### src/rtl/req_initiator.sv
// req_initiator
//
// Request/acknowledge initiator. On a start command it raises req toward a
// target and waits for the target's answer:
//   ack   - the target accepted; hold req for XFER_LEN transfer cycles, then
//           spend one END cycle flagging endtx and done.
//   retry - the target refused; drop req for BACKOFF cycles and reissue, up
//           to MAX_RETRY reissues, after which the attempt is abandoned.
//   busy  - the target is stalled; keep req up and pause the timeout.
//   none  - count toward TIMEOUT; abandon the attempt when it is reached.
// Abandoned attempts pulse fail for one cycle.
//
// Parameters
//   XFER_LEN  - transfer cycles after ack (1..255)
//   BACKOFF   - req-low cycles after a retry before reissue (1..255)
//   MAX_RETRY - reissues allowed before giving up
//   TIMEOUT   - non-busy cycles to wait for ack or retry (>= 1)
//
// Ports
//   clk       - system clock, rising edge
//   reset     - asynchronous, active-high reset
//   start     - begin one transaction (only looked at while idle)
//   ack       - target accepts the request
//   retry     - target rejects the request
//   busy      - target stalled
//   req       - request to target
//   endtx     - one-cycle end-of-transaction marker
//   done      - one-cycle successful completion pulse
//   fail      - one-cycle abort pulse (retry limit or timeout)
//   active    - high whenever a transaction is in progress
//   retry_cnt - retries taken in the current transaction
//
// All outputs come straight from flops. Their next values are derived from
// the next state so they line up with the state they describe.

module req_initiator #(
  parameter int XFER_LEN  = 4,
  parameter int BACKOFF   = 2,
  parameter int MAX_RETRY = 3,
  parameter int TIMEOUT   = 8,
  localparam int RCW      = (MAX_RETRY < 1) ? 1 : $clog2(MAX_RETRY + 1)
) (
  input  logic           clk,
  input  logic           reset,
  input  logic           start,
  input  logic           ack,
  input  logic           retry,
  input  logic           busy,
  output logic           req,
  output logic           endtx,
  output logic           done,
  output logic           fail,
  output logic           active,
  output logic [RCW-1:0] retry_cnt
);

  localparam int XW = $clog2(XFER_LEN + 1);
  localparam int BW = $clog2(BACKOFF + 1);
  localparam int TW = $clog2(TIMEOUT + 1);

  localparam logic [XW-1:0]  XFER_LAST = XW'(XFER_LEN - 1);
  localparam logic [BW-1:0]  BO_LAST   = BW'(BACKOFF - 1);
  localparam logic [TW-1:0]  TMO_LAST  = TW'(TIMEOUT - 1);
  localparam logic [RCW-1:0] RETRY_MAX = RCW'(MAX_RETRY);

  localparam logic [2:0] S_IDLE    = 3'd0;
  localparam logic [2:0] S_REQ     = 3'd1;
  localparam logic [2:0] S_XFER    = 3'd2;
  localparam logic [2:0] S_END     = 3'd3;
  localparam logic [2:0] S_BACKOFF = 3'd4;

  logic [2:0]     state_q, state_d;
  logic [RCW-1:0] retry_cnt_q, retry_cnt_d;
  logic [TW-1:0]  tmo_q, tmo_d;
  logic [BW-1:0]  bo_q, bo_d;
  logic [XW-1:0]  xfer_q, xfer_d;
  logic           req_q, req_d;
  logic           endtx_q, endtx_d;
  logic           done_q, done_d;
  logic           fail_q, fail_d;
  logic           active_q, active_d;

  // Next-state and counter logic. In REQ the target's answer is resolved
  // with retry taking precedence over ack, and ack over busy.
  always_comb begin
    state_d     = state_q;
    retry_cnt_d = retry_cnt_q;
    tmo_d       = tmo_q;
    bo_d        = bo_q;
    xfer_d      = xfer_q;
    endtx_d     = 1'b0;
    done_d      = 1'b0;
    fail_d      = 1'b0;

    case (state_q)
      S_IDLE: begin
        if (start) begin
          state_d     = S_REQ;
          retry_cnt_d = '0;
          tmo_d       = '0;
        end
      end

      S_REQ: begin
        if (retry) begin
          // retry_cnt keeps its final value after giving up so the
          // reason for the failure stays visible until the next start.
          if (retry_cnt_q == RETRY_MAX) begin
            state_d = S_IDLE;
            fail_d  = 1'b1;
          end else begin
            state_d     = S_BACKOFF;
            retry_cnt_d = retry_cnt_q + RCW'(1);
            tmo_d       = '0;
            bo_d        = '0;
          end
        end else if (ack) begin
          state_d = S_XFER;
          xfer_d  = '0;
        end else if (!busy) begin
          // busy freezes the timeout; only silent cycles count.
          tmo_d = tmo_q + TW'(1);
          if (tmo_q == TMO_LAST) begin
            state_d = S_IDLE;
            fail_d  = 1'b1;
          end
        end
      end

      S_BACKOFF: begin
        if (bo_q == BO_LAST) begin
          state_d = S_REQ;
        end else begin
          bo_d = bo_q + BW'(1);
        end
      end

      S_XFER: begin
        if (xfer_q == XFER_LAST) begin
          state_d = S_END;
          endtx_d = 1'b1;
          done_d  = 1'b1;
        end else begin
          xfer_d = xfer_q + XW'(1);
        end
      end

      S_END: begin
        state_d = S_IDLE;
      end

      default: begin
        state_d = S_IDLE;
      end
    endcase

    req_d    = (state_d == S_REQ) || (state_d == S_XFER) || (state_d == S_END);
    active_d = (state_d != S_IDLE);
  end

  // State, counters and registered outputs.
  always_ff @(posedge clk or posedge reset) begin
    if (reset) begin
      state_q     <= S_IDLE;
      retry_cnt_q <= '0;
      tmo_q       <= '0;
      bo_q        <= '0;
      xfer_q      <= '0;
      req_q       <= 1'b0;
      endtx_q     <= 1'b0;
      done_q      <= 1'b0;
      fail_q      <= 1'b0;
      active_q    <= 1'b0;
    end else begin
      state_q     <= state_d;
      retry_cnt_q <= retry_cnt_d;
      tmo_q       <= tmo_d;
      bo_q        <= bo_d;
      xfer_q      <= xfer_d;
      req_q       <= req_d;
      endtx_q     <= endtx_d;
      done_q      <= done_d;
      fail_q      <= fail_d;
      active_q    <= active_d;
    end
  end

  assign req       = req_q;
  assign endtx     = endtx_q;
  assign done      = done_q;
  assign fail      = fail_q;
  assign active    = active_q;
  assign retry_cnt = retry_cnt_q;

endmodule

### config.mk
export PLATFORM = sky130hd
export DESIGN_NAME = req_initiator
export DESIGN_NICKNAME = d
export VERILOG_FILES = /design/src/rtl/req_initiator.sv
export SDC_FILE = /design/constraint.sdc
export NUM_CORES = 1
export LEC_CHECK = 0
export BUFFER_PORTS_ARGS = -buffer_cell sky130_fd_sc_hd__buf_4
export CORE_ASPECT_RATIO = 1.1
export CORE_MARGIN = 10
export CORE_UTILIZATION = 50
export DETAILED_ROUTE_END_ITERATION = 16
export GPL_ROUTABILITY_DRIVEN = 0
export PLACE_DENSITY = 0.7
export RECOVER_POWER = 50
export SLEW_MARGIN = 20
export SYNTH_ARGS = -nofsm -noshare
export SYNTH_HDL_FRONTEND = slang
export SYNTH_SLANG_ARGS = --single-unit
### constraint.sdc
create_clock -name clk -period 1.6 [get_ports clk]
set_clock_uncertainty 0.1 [all_clocks]
set_input_delay 0.08 -clock clk [delete_from_list [all_inputs] [get_ports clk]]
set_output_delay 0.08 -clock clk [all_outputs]
set_load 0.01 [all_outputs]
**After elaboration in Yosys (flattened, before gate mapping)**

Cells that the tools add are included.
W data, S select, Z words.

- Output and inout port bits: 7
- Register bits after elaboration: 18
- Word-level logic and storage cells: 79
- Bits of input ports: 6

- Equality and inequality tests: 20
- Add/sub/neg operators: 4
- Multiplexer cells: 35
- Reduce and logical (&&, ||, !) cells: 11

Operators by type and width:

| kind | number |
|---|---|
| $mux W3 | 11 |
| $mux W4 | 5 |
| $ne A2 B2 Y1 const B | 7 |
| $eq A3 B2 Y1 const B | 4 |
| $mux W2 | 6 |
| $pmux W3 S4 | 1 |
| $reduce_and A4 Y1 | 3 |
| $ne A3 B3 Y1 const B | 3 |
| $mux W1 | 8 |
| $pmux W2 S2 | 2 |
| $pmux W4 S2 | 1 |
| $eq A3 B1 Y1 const B | 2 |
| $pmux W3 S2 | 1 |
| $reduce_bool A2 Y1 | 3 |
| $reduce_and A5 Y1 | 1 |
| $add A2 B1 Y2 const B | 2 |
| $add A4 B1 Y4 const B | 1 |
| $eq A4 B3 Y1 const B | 1 |
| $add A3 B1 Y3 const B | 1 |
| $eq A3 B3 Y1 const B | 1 |
| $logic_not A3 Y1 | 1 |
| $reduce_bool A3 Y1 | 1 |
| $eq A2 B1 Y1 const B | 1 |
| $eq A2 B2 Y1 const B | 1 |
| $logic_or A1 B1 Y1 | 2 |

**Depth between registers and ports, before layout**

- Depth in word-level cells: 9
- Mapped depth: 6
- Mapped depth without buffers: 6

**Worst setup path before layout**

Ideal clock, no wire load.

- Path kind: flip-flop to flip-flop
- Start point: register state_q[0]
- End point: register xfer_q[2]
- Cell stages (with the launch flop): 6
- Path buffers: 1
- Arrival: 1.492 ns
- Data required time: 1.375 ns
- Slack: -0.118 ns
- Setup time: 0.125 ns
- Clock period less this slack: 1.718 ns
- Path through: dfrtp_1 buf_6 inv_4 or4b_4 a21oi_4 mux2_4

- Word-level cells in the longest chain between the ends: 3
- Elaborated cells on any way between the ends: 8
- Classes of those cells: eq/ne: 5; mux: 1; reduce/logical: 2

Ends and longest elaborated chain:

| element | RTL line | RTL |
|---|---|---|
| start: declaration | 72 | `logic [2:0] state_q, state_d;` |
| start signal: assignment | 175 | `state_q <= state_d;` |
| $eq A3 B2 Y1 or $eq A3 B1 Y1 (tied branches) | 95 | `case (state_q)` |
| $ne A2 B2 Y1 (no source line) or $reduce_bool A2 Y1 (tied branches) | -- |  |
| $reduce_and A4 Y1 (no source line) | -- |  |
| end signal: assignment | 179 | `xfer_q <= xfer_d;` |
| end: declaration | 76 | `logic [XW-1:0] xfer_q, xfer_d;` |

Parallel ways exist; a longest one is shown, timed or not.
A chain may end at the register's enable or synchronous reset.

**Worst setup path after layout**

Ends and elaborated chain as after synthesis.

==> impl_metrics.toml <==
[run_status]
status = "finished with violations"
violations = "negative setup slack"

[global_routing]
grt_first_pass_wirelength_mm = 3.58
grt_pass1_vias = 857
antenna_found_initial = 0
grt_max_degree = 19
grt.total_usage_pct = 10.3
globalRouteOverflowTotal = 0

[timing]
setup_viol = 7
slew_viol_final = 0
period_minus_slack_ps = 1680
relSlewSlack_pct = 56.1
hold_viol = 0
fmax_mhz = 594
layout_setup_ws_ps = -84.3
timing.hold.ws_ps = 6.12
tightestPinTransition_ps = 658
finalCritPeriodShare_pct = 105
rsz0062_at_grt = "yes"

[critical_path]
crit_arrival_ps = 1780
startpoint_type = "register"
cp_max_fo = 3
slowest_delay_ps = 530
critPathRequiredTime_ps = 1700
path_cells = "inv_4, or4b_4, a21oi_4, mux2_4"
reg2reg_from = "state_q[0]"
worst-path-buf-inv = 1
crit_type = "reg -> reg"
critPathLaunch = "state_q[0]"
critPathTopFamily = "simple AND/OR/NAND/NOR gates"
critPathSlowestCell = "or4b_4"
cp-end-kind = "register"

[cells_and_area]
final_nets = 143
area_delta_synth_final_pct = 35.9
fin_area_sq_um = 1360
fillers = 130
n_antenna_cell = 0
drive_gt1_share_pct = 42.0

[route]
drt_iter0_drc = 26
vias = 830
met2WireLength_mm = 1.19
wl_met3_um = 111
firstDrtPassIters = 4
ant_nets = 0
drc_errors = 0
wirelength_mm = 2.27
wire_per_inst_um = 14.4
via_per_inst = 5.25
drt-met1-wl_um = 941
highest_layer = "met4"

[placed_design]
placed_cell_area_sq_um = 1210
portBuffers = 12
post-dp-hpwl_mm = 1.54

[die]
coreArea_sq_um = 1840
dieArea_sq_um = 4190
initial_core_util_pct = 54.3
ioPinCount = 13
dieHeight_um = 66.9
die_w_um = 62.6
core.rowCount = 16

[clock_network]
clockRootBuffer = "clkbuf_4"
cts_tree = "yes"
clk_path_buf_depth = 2
h-tree-depth = 1
numCtsBuffers = 3
cts_sinks = 18
insertion_delay_ps = 300
clkTransAtPathRegs_ps = 110

[logic_synthesis]
yosys_most_used_dff = "dfrtp_1"
syn_area_sq_um = 1000
async_flop_share_pct = 100
synth_cells = 100
synth_edf_count = 0
ys_seq_area_share_pct = 45.1
ys_ff_latch = 18
ys_types = 34
synth_warnings = 0
synth.net_count = 111
avgSynthCellArea_sq_um = 10.0

[pwr]
combPwrFrac_pct = 52.2
powerDensity_nw_per_um2 = 1500
power_frac_clock_pct = 14.2
pwr-share-seq_pct = 33.6
power.switching_mw = 0.778
finalPower_mw = 2.04
switching_share_pct = 38.2
ir_drop_mv = 1.02
p_int_mw = 1.26
leakagePower_nw = 0.642

[flow_run]
drv_cap = 0

[worst_hold_path]
hold_path_class = "in -> reg"
min_from = "retry"
## power groups by stage
stage	clock network [mW]	registers [mW]	logic (mW)
floorplan	0	0.679	0.557
global placement	0	0.680	0.854
detailed placement	0	0.682	0.884
CTS	0.296	0.674	0.955
global route	0.307	0.705	1.18
finish	0.290	0.684	1.06
## synthesized netlist by cell type, types with 2 or more instances
cell      count  share of area (%)
nand2_1       9                3.4
o21ai_1       5                2.5
nor2_1        7                2.6
nand2b_1      5                3.1
nand3_1       4                2.0
o21ai_0       4                2.0
and2_1        3                1.9
o31ai_1       2                1.5
or3_1         2                1.3
inv_1         9                3.4
ha_1          5                6.3
mux2_2        2                2.3
nor4b_1       2                1.8
mux2i_1       2                2.0
nor3_1        2                1.0
dfrtp_1      18                 45
buf_6         2                2.3
## per-stage QoR
stage	util (%)	cells	setup TNS, ps	setup WS (ps)
6_report	73.8	158	-324	-84.3
5_1_grt	73.8	158	-928	-122
4_1_cts	70.4	157	-374	-77.0
3_5_place_dp	65.6	150	-453	-78.5
3_3_place_gp	65.6	150	-135	-43.4
2_1_floorplan	-	100	-130	-118
## path summary, 6_finish.rpt
check	slack (ps)	cells after the start	end
min in group asynchronous	320	3	fail
min reg2reg	400	1	tmo_q[3]
max	-80	4	xfer_q[2]
min	6	3	retry_cnt[1]
max in group asynchronous	620	3	state_q[1]
max reg2reg	-80	4	xfer_q[2]
## cells by family after synthesis
kind of cell,count (synthesis),synth area share [%]
buffers and inverters,14,7.51
multiplexers,5,5.76
flip-flops,18,45.1
adder cells (fa/ha/maj),5,6.26
AND/OR/NAND/NOR,40,22.7
AO/OA/AOI/OAI,18,12.8
## worst min-delay path, delay by kind of cell
| family | cells | cell delay, ps |
|---|---|---|
| and+or+nand+nor | 1 | 100 |
| buffers and inverters | 1 | 150 |
| AOI/OAI and AO/OA | 1 | 50 |
## cells in the final DEF (no fill, tap or decap), types with 2 or more instances in the layout
cell type | Yosys | final
and2_1 | 3 | 3
or3_1 | 2 | 2
nor2_1 | 7 | 6
ha_1 | 5 | 4
buf_4 | 1 | 21
nand3_1 | 4 | 3
nand2_1 | 9 | 8
mux2i_1 | 2 | 2
clkbuf_4 | 0 | 4
dfrtp_1 | 18 | 17
o21ai_2 | 0 | 5
clkbuf_1 | 0 | 5
nand2b_1 | 5 | 4
or4b_4 | 1 | 2
mux2_2 | 2 | 2
inv_1 | 9 | 9
buf_6 | 2 | 3
o21ai_1 | 5 | 3
## metal layers
layer,vias up,track usage (%)
met4,0,4.47
met5,-,0
met1,397,11.3
li1,406,-
met2,22,17.8
met3,5,3.68
## flip-flops by register name (all words and copies together), names as in the netlist
signal     count
tmo_q          4
state_q        3
xfer_q         3
bo_q           2
retry_cnt      2
active         1
done           1
fail           1
req            1
## layout make-up
class	count	area (sq um)	share of cell area [%]
multi-input combinational	68	569	41.9
timing repair buffer	31	228	16.8
clock buffer	4	36.3	2.67
inverter	10	40.0	2.95
sequential	18	452	33.2
tap	27	33.8	2.49
## what timing repair did
action | 4_1_cts | 5_1_grt
buffers inserted | 2 | 1
endpoints found under the setup margin | 10 | 13
hold buffers | 1 | 0
resized for setup | 6 | 20
pin swaps | 7 | 11
endpoints found under the hold margin | 18 | 0
No activity file was read; power rests on OpenSTA's default activity.
